<file path="config.mk">
export PLATFORM = sky130hd
export DESIGN_NAME = ins_encoder_loader
export DESIGN_NICKNAME = d
export VERILOG_FILES = /design/src/rtl/ins_encoder_loader.sv
export SDC_FILE = /design/constraint.sdc
export NUM_CORES = 1
export LEC_CHECK = 0
export ABC_AREA = 1
export CAP_MARGIN = 10
export CORE_MARGIN = 2
export CORE_UTILIZATION = 52
export DETAILED_ROUTE_END_ITERATION = 10
export PLACE_DENSITY = 0.84
export SYNTH_ARGS = -nofsm -noshare
export SYNTH_HDL_FRONTEND = slang
export SYNTH_SLANG_ARGS = --single-unit
</file>
<file path="constraint.sdc">
create_clock -name clk -period 3.9 [get_ports clk]
set_input_delay 0.78 -clock clk [delete_from_list [all_inputs] [get_ports clk]]
set_output_delay 0.78 -clock clk [all_outputs]
set_load 0.02 [all_outputs]
</file>
<file path="src/rtl/ins_encoder_loader.sv">
// Packs MIPS instruction fields into 32-bit words and streams them through a small FIFO
// into instruction memory at sequential addresses. Optional error flag: INS_ENC_ERR_EN.
module ins_encoder_loader #(
    parameter int          DEPTH     = 4,
    parameter int          ADDR_W    = 8,
    parameter int unsigned BASE_ADDR = 0
) (
    input  logic              clk,
    input  logic              rst_n,
    input  logic              start,
    input  logic              in_valid,
    output logic              in_ready,
    input  logic              in_last,
    input  logic [1:0]        fmt,
    input  logic [5:0]        op,
    input  logic [5:0]        func,
    input  logic [4:0]        sftamt,
    input  logic [4:0]        rs,
    input  logic [4:0]        rt,
    input  logic [4:0]        rd,
    input  logic [15:0]       immd16,
    input  logic [25:0]       immd26,
    output logic              mem_we,
    input  logic              mem_ready,
    output logic [ADDR_W-1:0] mem_addr,
    output logic [31:0]       mem_wdata,
    output logic [ADDR_W:0]   words_written,
    output logic              busy,
    output logic              done,
    output logic              err
);

    localparam int PTR_W = $clog2(DEPTH);
    localparam int CNT_W = PTR_W + 1;
    localparam logic [ADDR_W-1:0] BASE = ADDR_W'(BASE_ADDR);
    localparam logic [CNT_W-1:0]  FULL_CNT = CNT_W'(DEPTH);

    typedef enum logic [1:0] {
        S_IDLE,
        S_LOAD,
        S_FLUSH,
        S_DONE
    } state_t;

    state_t            state;
    state_t            state_next;
    logic [31:0]       enc_word;
    logic [31:0]       fifo_mem [DEPTH];
    logic [PTR_W-1:0]  wr_ptr;
    logic [PTR_W-1:0]  rd_ptr;
    logic [CNT_W-1:0]  count;
    logic              full;
    logic              empty;
    logic              push;
    logic              pop;
    logic              start_ok;

    // NOTE: every output of a combinational block gets a default first so no path leaves it unassigned (no latch).
    always_comb begin
        enc_word = '0;
        case (fmt)
            2'd0:    enc_word = {op, rs, rt, rd, sftamt, func};
            2'd1:    enc_word = {op, rs, rt, immd16};
            2'd2:    enc_word = {op, immd26};
            default: enc_word = '0;
        endcase
    end

    assign full     = (count == FULL_CNT);
    assign empty    = (count == '0);
    assign start_ok = (state == S_IDLE) && start;
    // Full blocks the input even when a pop happens in the same cycle.
    assign in_ready = (state == S_LOAD) && !full;
    assign push     = in_valid && in_ready;
    assign mem_we   = !empty && ((state == S_LOAD) || (state == S_FLUSH));
    assign pop      = mem_we && mem_ready;
    assign mem_wdata = mem_we ? fifo_mem[rd_ptr] : '0;
    assign busy     = (state != S_IDLE);
    assign done     = (state == S_DONE);

    always_comb begin
        state_next = state;
        case (state)
            S_IDLE:  if (start)            state_next = S_LOAD;
            S_LOAD:  if (push && in_last)  state_next = S_FLUSH;
            S_FLUSH: if (empty)            state_next = S_DONE;
            S_DONE:                        state_next = S_IDLE;
            default:                       state_next = S_IDLE;
        endcase
    end

    // NOTE: sequential state uses non-blocking assignments so all registers update from pre-edge values.
    always_ff @(posedge clk or negedge rst_n) begin
        if (!rst_n) begin
            state <= S_IDLE;
        end else begin
            state <= state_next;
        end
    end

    // NOTE: the storage array has no reset; the occupancy count alone defines which entries are valid.
    always_ff @(posedge clk) begin
        if (push) begin
            fifo_mem[wr_ptr] <= enc_word;
        end
    end

    always_ff @(posedge clk or negedge rst_n) begin
        if (!rst_n) begin
            wr_ptr <= '0;
            rd_ptr <= '0;
            count  <= '0;
        end else begin
            if (push) begin
                wr_ptr <= wr_ptr + PTR_W'(1);
            end
            if (pop) begin
                rd_ptr <= rd_ptr + PTR_W'(1);
            end
            case ({push, pop})
                2'b10:   count <= count + CNT_W'(1);
                2'b01:   count <= count - CNT_W'(1);
                default: count <= count;
            endcase
        end
    end

    always_ff @(posedge clk or negedge rst_n) begin
        if (!rst_n) begin
            mem_addr      <= BASE;
            words_written <= '0;
        end else if (start_ok) begin
            mem_addr      <= BASE;
            words_written <= '0;
        end else if (pop) begin
            mem_addr      <= mem_addr + ADDR_W'(1);
            words_written <= words_written + (ADDR_W+1)'(1);
        end
    end

`ifdef INS_ENC_ERR_EN
    logic err_q;

    // Sticky: reserved format accepted, or a write at the top address (next address wraps).
    always_ff @(posedge clk or negedge rst_n) begin
        if (!rst_n) begin
            err_q <= 1'b0;
        end else if (start_ok) begin
            err_q <= 1'b0;
        end else if ((push && (fmt == 2'd3)) || (pop && (mem_addr == '1))) begin
            err_q <= 1'b1;
        end
    end

    assign err = err_q;
`else
    assign err = 1'b0;
`endif

endmodule

</file>
==> results of run 1 <==
[sequential cells by signal, summed over array words and instances (netlist names)]
signal and flops:
count 3, fifo_mem 128, mem_addr 8, rd_ptr 2
state 2, words_written 9, wr_ptr 2
[power groups by stage]
stage / clock (mW) / combinational [mW] / sequential (mW)
floorplan: 0 / 1.70 / 2.14
global placement: 0 / 2.78 / 2.17
detailed placement: 0 / 2.84 / 2.18
CTS: 1.58 / 2.87 / 2.15
global route: 1.65 / 3.11 / 2.17
finish: 1.57 / 2.86 / 2.15
[kinds of logic (layout without fill, tap and decap cells)]
group | count (synthesis) | count (layout)
simple gates | 272 | 272
flops | 154 | 154
compound gates | 145 | 145
buf+inv | 108 | 253
fa+ha+maj | 13 | 13
xor+xnor | 5 | 5
other cells | 1 | 1
[routing by layer]
metal  global-route usage  vias up  share of wire
li1                     -     2623              -
met1                0.288     2580           0.40
met2                0.405      221           0.51
met3               0.0448       31          0.064
met4               0.0967        0          0.022
met5                    0        -              0
[stage by stage]
step	cell area, um^2	setup slack [ns]	cells	util	hold slack [ns]
floorplan	7040	0.559	698	-	0.468
global placement	8560	0.804	988	0.646	0.489
detailed placement	8560	0.769	988	0.646	0.484
CTS	9130	0.273	1019	0.689	0.497
global route	9130	0.105	1019	0.689	0.528
finish	9130	0.290	1019	0.689	0.496
[cell type report]
| cell class | instances | share of cell area |
|---|---|---|
| multi-input combinational | 436 | 0.231 |
| inverter | 72 | 0.0296 |
| tap | 176 | 0.0241 |
| sequential | 154 | 0.492 |
| clock buffer | 17 | 0.0466 |
| timing repair buffer | 150 | 0.160 |
| clock inverter | 14 | 0.0156 |
[cell usage in the layout, fill, tap and decap left out, types with 12 or more instances in the layout]
cell,count
nor2_1,155
clkdlybuf4s50_1,134
edfxtp_1,128
o21ai_0,83
nand2_1,70
inv_1,69
a21oi_1,42
nand3_1,27
dfrtp_1,25
clkbuf_16,17
o211ai_1,16
buf_4,16
ha_1,12
[worst min-delay path by stage]
stage	slack, ns	end	cells past startpoint
2_1_floorplan	0.47	count[0]	1
3_3_place_gp	0.49	count[0]	1
3_5_place_dp	0.48	count[0]	1
4_1_cts	0.50	count[0]	1
5_1_grt	0.53	count[0]	1
6_report	0.50	count[0]	1
[critical path: stages (launching register included)]
cell	delay [ns]
dfrtp_2	0.76
buf_4	0.45
nor2_1	0.10
nor2_1	0.11
o21ai_0	0.12
a21oi_1	0.21
clkdlybuf4s50_1	0.63
==> results.yml, run 1 <==
layout:
  syn_to_final_growth_pct: 29.7
  n_antenna_cell: 0
  layout-drive-gt1-share: 0.0700
  seq_area_mm2: 0.00450
  final_nets: 926
  multi_input_area_mm2: 0.00211
  fill_cells: 960
global_routing:
  grt_pass1_wl_mm: 26.0
  grt_usage: 0.234
  grt-ovfl-total: 0
  grt_pass1_vias: 5231
  antenna_found_initial: 0
  grt_max_degree: 34
power:
  p_per_area_mw_per_mm2: 720
  p_clk_frac: 0.239
  leakage_nw: 3.49
  switchingPower_mw: 2.57
  cellInternalPower_mw: 4.00
  switching_share: 0.392
  ir_drop_mv: 0.427
  p_comb_frac: 0.435
  total_power_mw: 6.57
  seq_power_share: 0.327
synth:
  syn_area_per_cell_um2: 10.1
  synth_common_cells: "nor2_1, edfxtp_1, o21ai_0"
  async_flop_share: 0.169
  synth_top_area_share: 0.546
  ys_ff_latch: 154
  ys.flop_type: "edfxtp_1"
  synthAdderAreaFrac: 0.0242
  syn_nets: 793
  postSynthCellCount: 698
  ys_seq_area_frac: 0.638
  yosysTopAreaCell: "edfxtp_1"
  synth_area_leaders: "edfxtp_1, dfrtp_1, nor2_1"
  synth_mux_area_frac: 0
  yosysMostFrequentCell: "nor2_1"
  synth_warnings: 0
  synth_xor_area_frac: 0.00622
  synth_edf_count: 128
  synth_cell_types: 27
  synth_top_family_by_area: "simple AND/OR/NAND/NOR gates"
  syn_area_mm2: 0.00704
  synth-simple-area-share: 0.156
  synth_compound_area_frac: 0.109
floorplan:
  dieHeight_um: 120
  io_pins: 136
  rows: 42
  die_area_mm2: 0.0145
  core_area_mm2: 0.0132
  fp.dieW_um: 120
  initial_core_util: 0.532
route:
  drt_iter0_markers: 577
  wirelength_mm: 16.7
  wl_per_cell_um: 16.4
  final_antenna_net_count: 0
  via_per_inst: 5.35
  vias: 5455
  drc: 0
  firstDrtPassIters: 6
timing:
  finalCritPeriodShare: 0.926
  clock_skew_ns: 0.00824
  slew_headroom: 0.284
  setup_violations: 0
  rsz0062_at_grt: "no"
  fin_crit_ns: 3.61
  finalMaxSlewViolations: 0
  max_freq_mhz: 277
  tns_ns: 0
  hold_viol: 0
  worst-slew-pin-transition_ns: 1.07
cts:
  clk_latency_ns: 0.42
  cts_sinks: 154
  cts_resized: 0
  htree_levels: 4
  cts_buffers: 17
  clockBufferDepth: 2
  path_clk_slew_ns: 0.06
  clockRootBuffer: "clkbuf_16"
  cts_setup_buffers: 0
  cts_tree: "yes"
  postCtsHoldBufs: 0
worst_setup_path:
  ff2ff_setup_slack_ns: 1.37
  ff2ff_path_depth: 10
  crit_path_end_kind: "output port"
  r2r_end: "count[2]"
  critPathKind: "flop to output port"
  rr_startpoint: "state[0]"
  cp_max_fo: 33
  required_ns: 3.12
  crit_start: "rd_ptr[0]"
  cp-start-kind: "flop"
  worstPathArrival_ns: 2.83
  endpoint: "mem_wdata[22]"
job:
  cap_violations: 0
placement:
  port-buffer-count: 134
  globalplace.congestion: 0.793
  dpl.hpwl_mm: 10.5
min_path:
  worstHoldStart: "count[0]"
  hold_path_class: "flop to flop"
status:
  status: "finished clean"
Note: power is estimated with default switching activity, not from simulation.
==> run 2: changes to the inputs <==
--- a/config.mk
+++ b/config.mk
@@ -7,10 +7,11 @@
 export LEC_CHECK = 0
 export ABC_AREA = 1
 export CAP_MARGIN = 10
+export CORE_ASPECT_RATIO = 1.25
 export CORE_MARGIN = 2
-export CORE_UTILIZATION = 52
+export CORE_UTILIZATION = 55
 export DETAILED_ROUTE_END_ITERATION = 10
-export PLACE_DENSITY = 0.84
+export PLACE_DENSITY = 0.85
 export SYNTH_ARGS = -nofsm -noshare
 export SYNTH_HDL_FRONTEND = slang
 export SYNTH_SLANG_ARGS = --single-unit
==> constraint.sdc (replaced) <==
create_clock -name clk -period 4.4 [get_ports clk]
set_input_delay 0.88 -clock clk [delete_from_list [all_inputs] [get_ports clk]]
set_output_delay 0.88 -clock clk [all_outputs]
set_load 0.02 [all_outputs]
==> run 2 against run 1 <==
  * Clock power fell by 11%
  * Global-route usage rose by 3.1 points
  * Flip-flop and latch count did not move
  * Die area fell by 5.2%
  * Clock-buffer cell count did not move
  * Critical path type unchanged
  * Critical endpoint is now mem_wdata[1]
  * Largest power group unchanged
  * Highest routed layer unchanged
==> results.yml, run 2 (same netlist as run 1, synthesis figures left out) <==
floorplan:
  dieHeight_um: 130
  rows: 46
  io_pins: 136
  fp.dieW_um: 105
  die_area_mm2: 0.0137
  core_area_mm2: 0.0126
  initial_core_util: 0.559
timing:
  rsz0062_at_grt: "no"
  setup_violations: 0
  tns_ns: 0
  finalCritPeriodShare: 0.891
  worst-slew-pin-transition_ns: 1.24
  fin_crit_ns: 3.92
  clock_skew_ns: 0.0141
  hold_ws_ns: 0.528
  hold_viol: 0
  max_freq_mhz: 255
  slew_headroom: 0.168
  finalMaxSlewViolations: 0
cts:
  postCtsHoldBufs: 0
  cts_resized: 0
  cts_setup_buffers: 0
  path_clk_slew_ns: 0.07
  cts_buffers: 17
  clockBufferDepth: 2
  clockRootBuffer: "clkbuf_16"
  clk_latency_ns: 0.43
  cts_sinks: 154
  htree_levels: 4
  cts_tree: "yes"
worst_setup_path:
  required_ns: 3.52
  worstPathArrival_ns: 3.04
  cp_max_fo: 18
  crit_path_end_kind: "output port"
  cp-start-kind: "flop"
  critPathKind: "flop to output port"
power:
  ir_drop_mv: 0.420
  total_power_mw: 5.84
  p_per_area_mw_per_mm2: 646
  leakage_nw: 3.43
layout:
  syn_to_final_growth_pct: 28.4
  final_common_cell: "nor2_1"
  final_cell_mix: "nor2_1, clkdlybuf4s50_1, edfxtp_1"
  final_core_util: 0.717
  design_area_mm2: 0.00904
  top_register: "fifo_mem"
  layout-drive-gt1-share: 0.0588
  largest_register_ffs: 128
  fill_cells: 834
  top_regs: "fifo_mem (128), words_written (9), mem_addr (8)"
  n_antenna_cell: 0
  final_nets: 916
global_routing:
  antenna_found_initial: 0
  grt_max_degree: 67
  grt-ovfl-total: 0
  grt_usage: 0.265
  grt_pass1_wl_mm: 27.7
  grt_pass1_vias: 5714
status:
  status: "finished clean"
route:
  via_per_inst: 5.60
  drt_iter0_markers: 487
  wl_per_cell_um: 18.0
  vias: 5610
  final_antenna_net_count: 0
  wirelength_mm: 18.1
  drc: 0
  firstDrtPassIters: 5
placement:
  dpl.hpwl_mm: 11.3
  port-buffer-count: 134
  place_area_mm2: 0.00848
  globalplace.congestion: 0.821
job:
  cap_violations: 0
min_path:
  hold_path_class: "flop to flop"
[run 2: layout make-up]
class                           instances  area [um^2]  area share
Sequential cell                       154         4500       0.497
Inverter                               72          270      0.0299
Clock inverter                         15          139      0.0154
Clock buffer                           17          425      0.0471
Multi-Input combinational cell        436         2110       0.234
Timing Repair Buffer                  140         1390       0.153
Tap cell                              168          210      0.0233
[run 2: per-stage QoR]
step / std cells / setup slack, ns
after floorplan: 698 / 1.06
after global placement: 970 / 1.12
after detailed placement: 970 / 0.980
after CTS: 1002 / 0.486
after global routing: 1002 / 0.302
final: 1002 / 0.478
[run 2: path summary, 6_finish.rpt]
| kind | from | endpoint | slack (ns) | cells after the start |
|---|---|---|---|---|
| max in group asynchronous | rst_n | rd_ptr[0] | 3.29 | 2 |
| min | count[0] | count[0] | 0.53 | 1 |
| min in group asynchronous | rst_n | words_written[1] | 0.82 | 2 |
| max reg2reg | state[1] | fifo_mem[1][0] | 1.75 | 5 |
| min reg2reg | count[0] | count[0] | 0.53 | 1 |
| max | state[0] | mem_wdata[1] | 0.48 | 6 |
[run 2: critical path, stage by stage, from the launching register on]
cell             delay [ns]
dfrtp_1                0.42
inv_1                  0.11
ha_1                   0.34
nand2_1                0.43
buf_4                  0.41
a21oi_1                0.20
clkdlybuf4s50_1        0.70
[run 2: routing by layer]
layer,up-vias,routed length (um),GRT usage
met2,283,9540,0.480
met5,-,0,0
li1,2601,-,-
met4,0,495,0.112
met1,2683,6710,0.300
met3,43,1320,0.0655
[run 2: report_power, final]
| group | internal (mW) | switching [mW] |
|---|---|---|
| combinational | 0.958 | 1.63 |
| sequential | 1.78 | 0.0824 |
| clock | 0.784 | 0.611 |
| total | 3.52 | 2.33 |
==> run 3: changes to the inputs <==
--- a/config.mk
+++ b/config.mk
@@ -6,7 +6,6 @@
 export NUM_CORES = 1
 export LEC_CHECK = 0
 export ABC_AREA = 1
-export CAP_MARGIN = 10
 export CORE_ASPECT_RATIO = 1.25
 export CORE_MARGIN = 2
 export CORE_UTILIZATION = 55
==> results of run 3 <==
Final layout, timing and power as in run 2 (identical DEF).
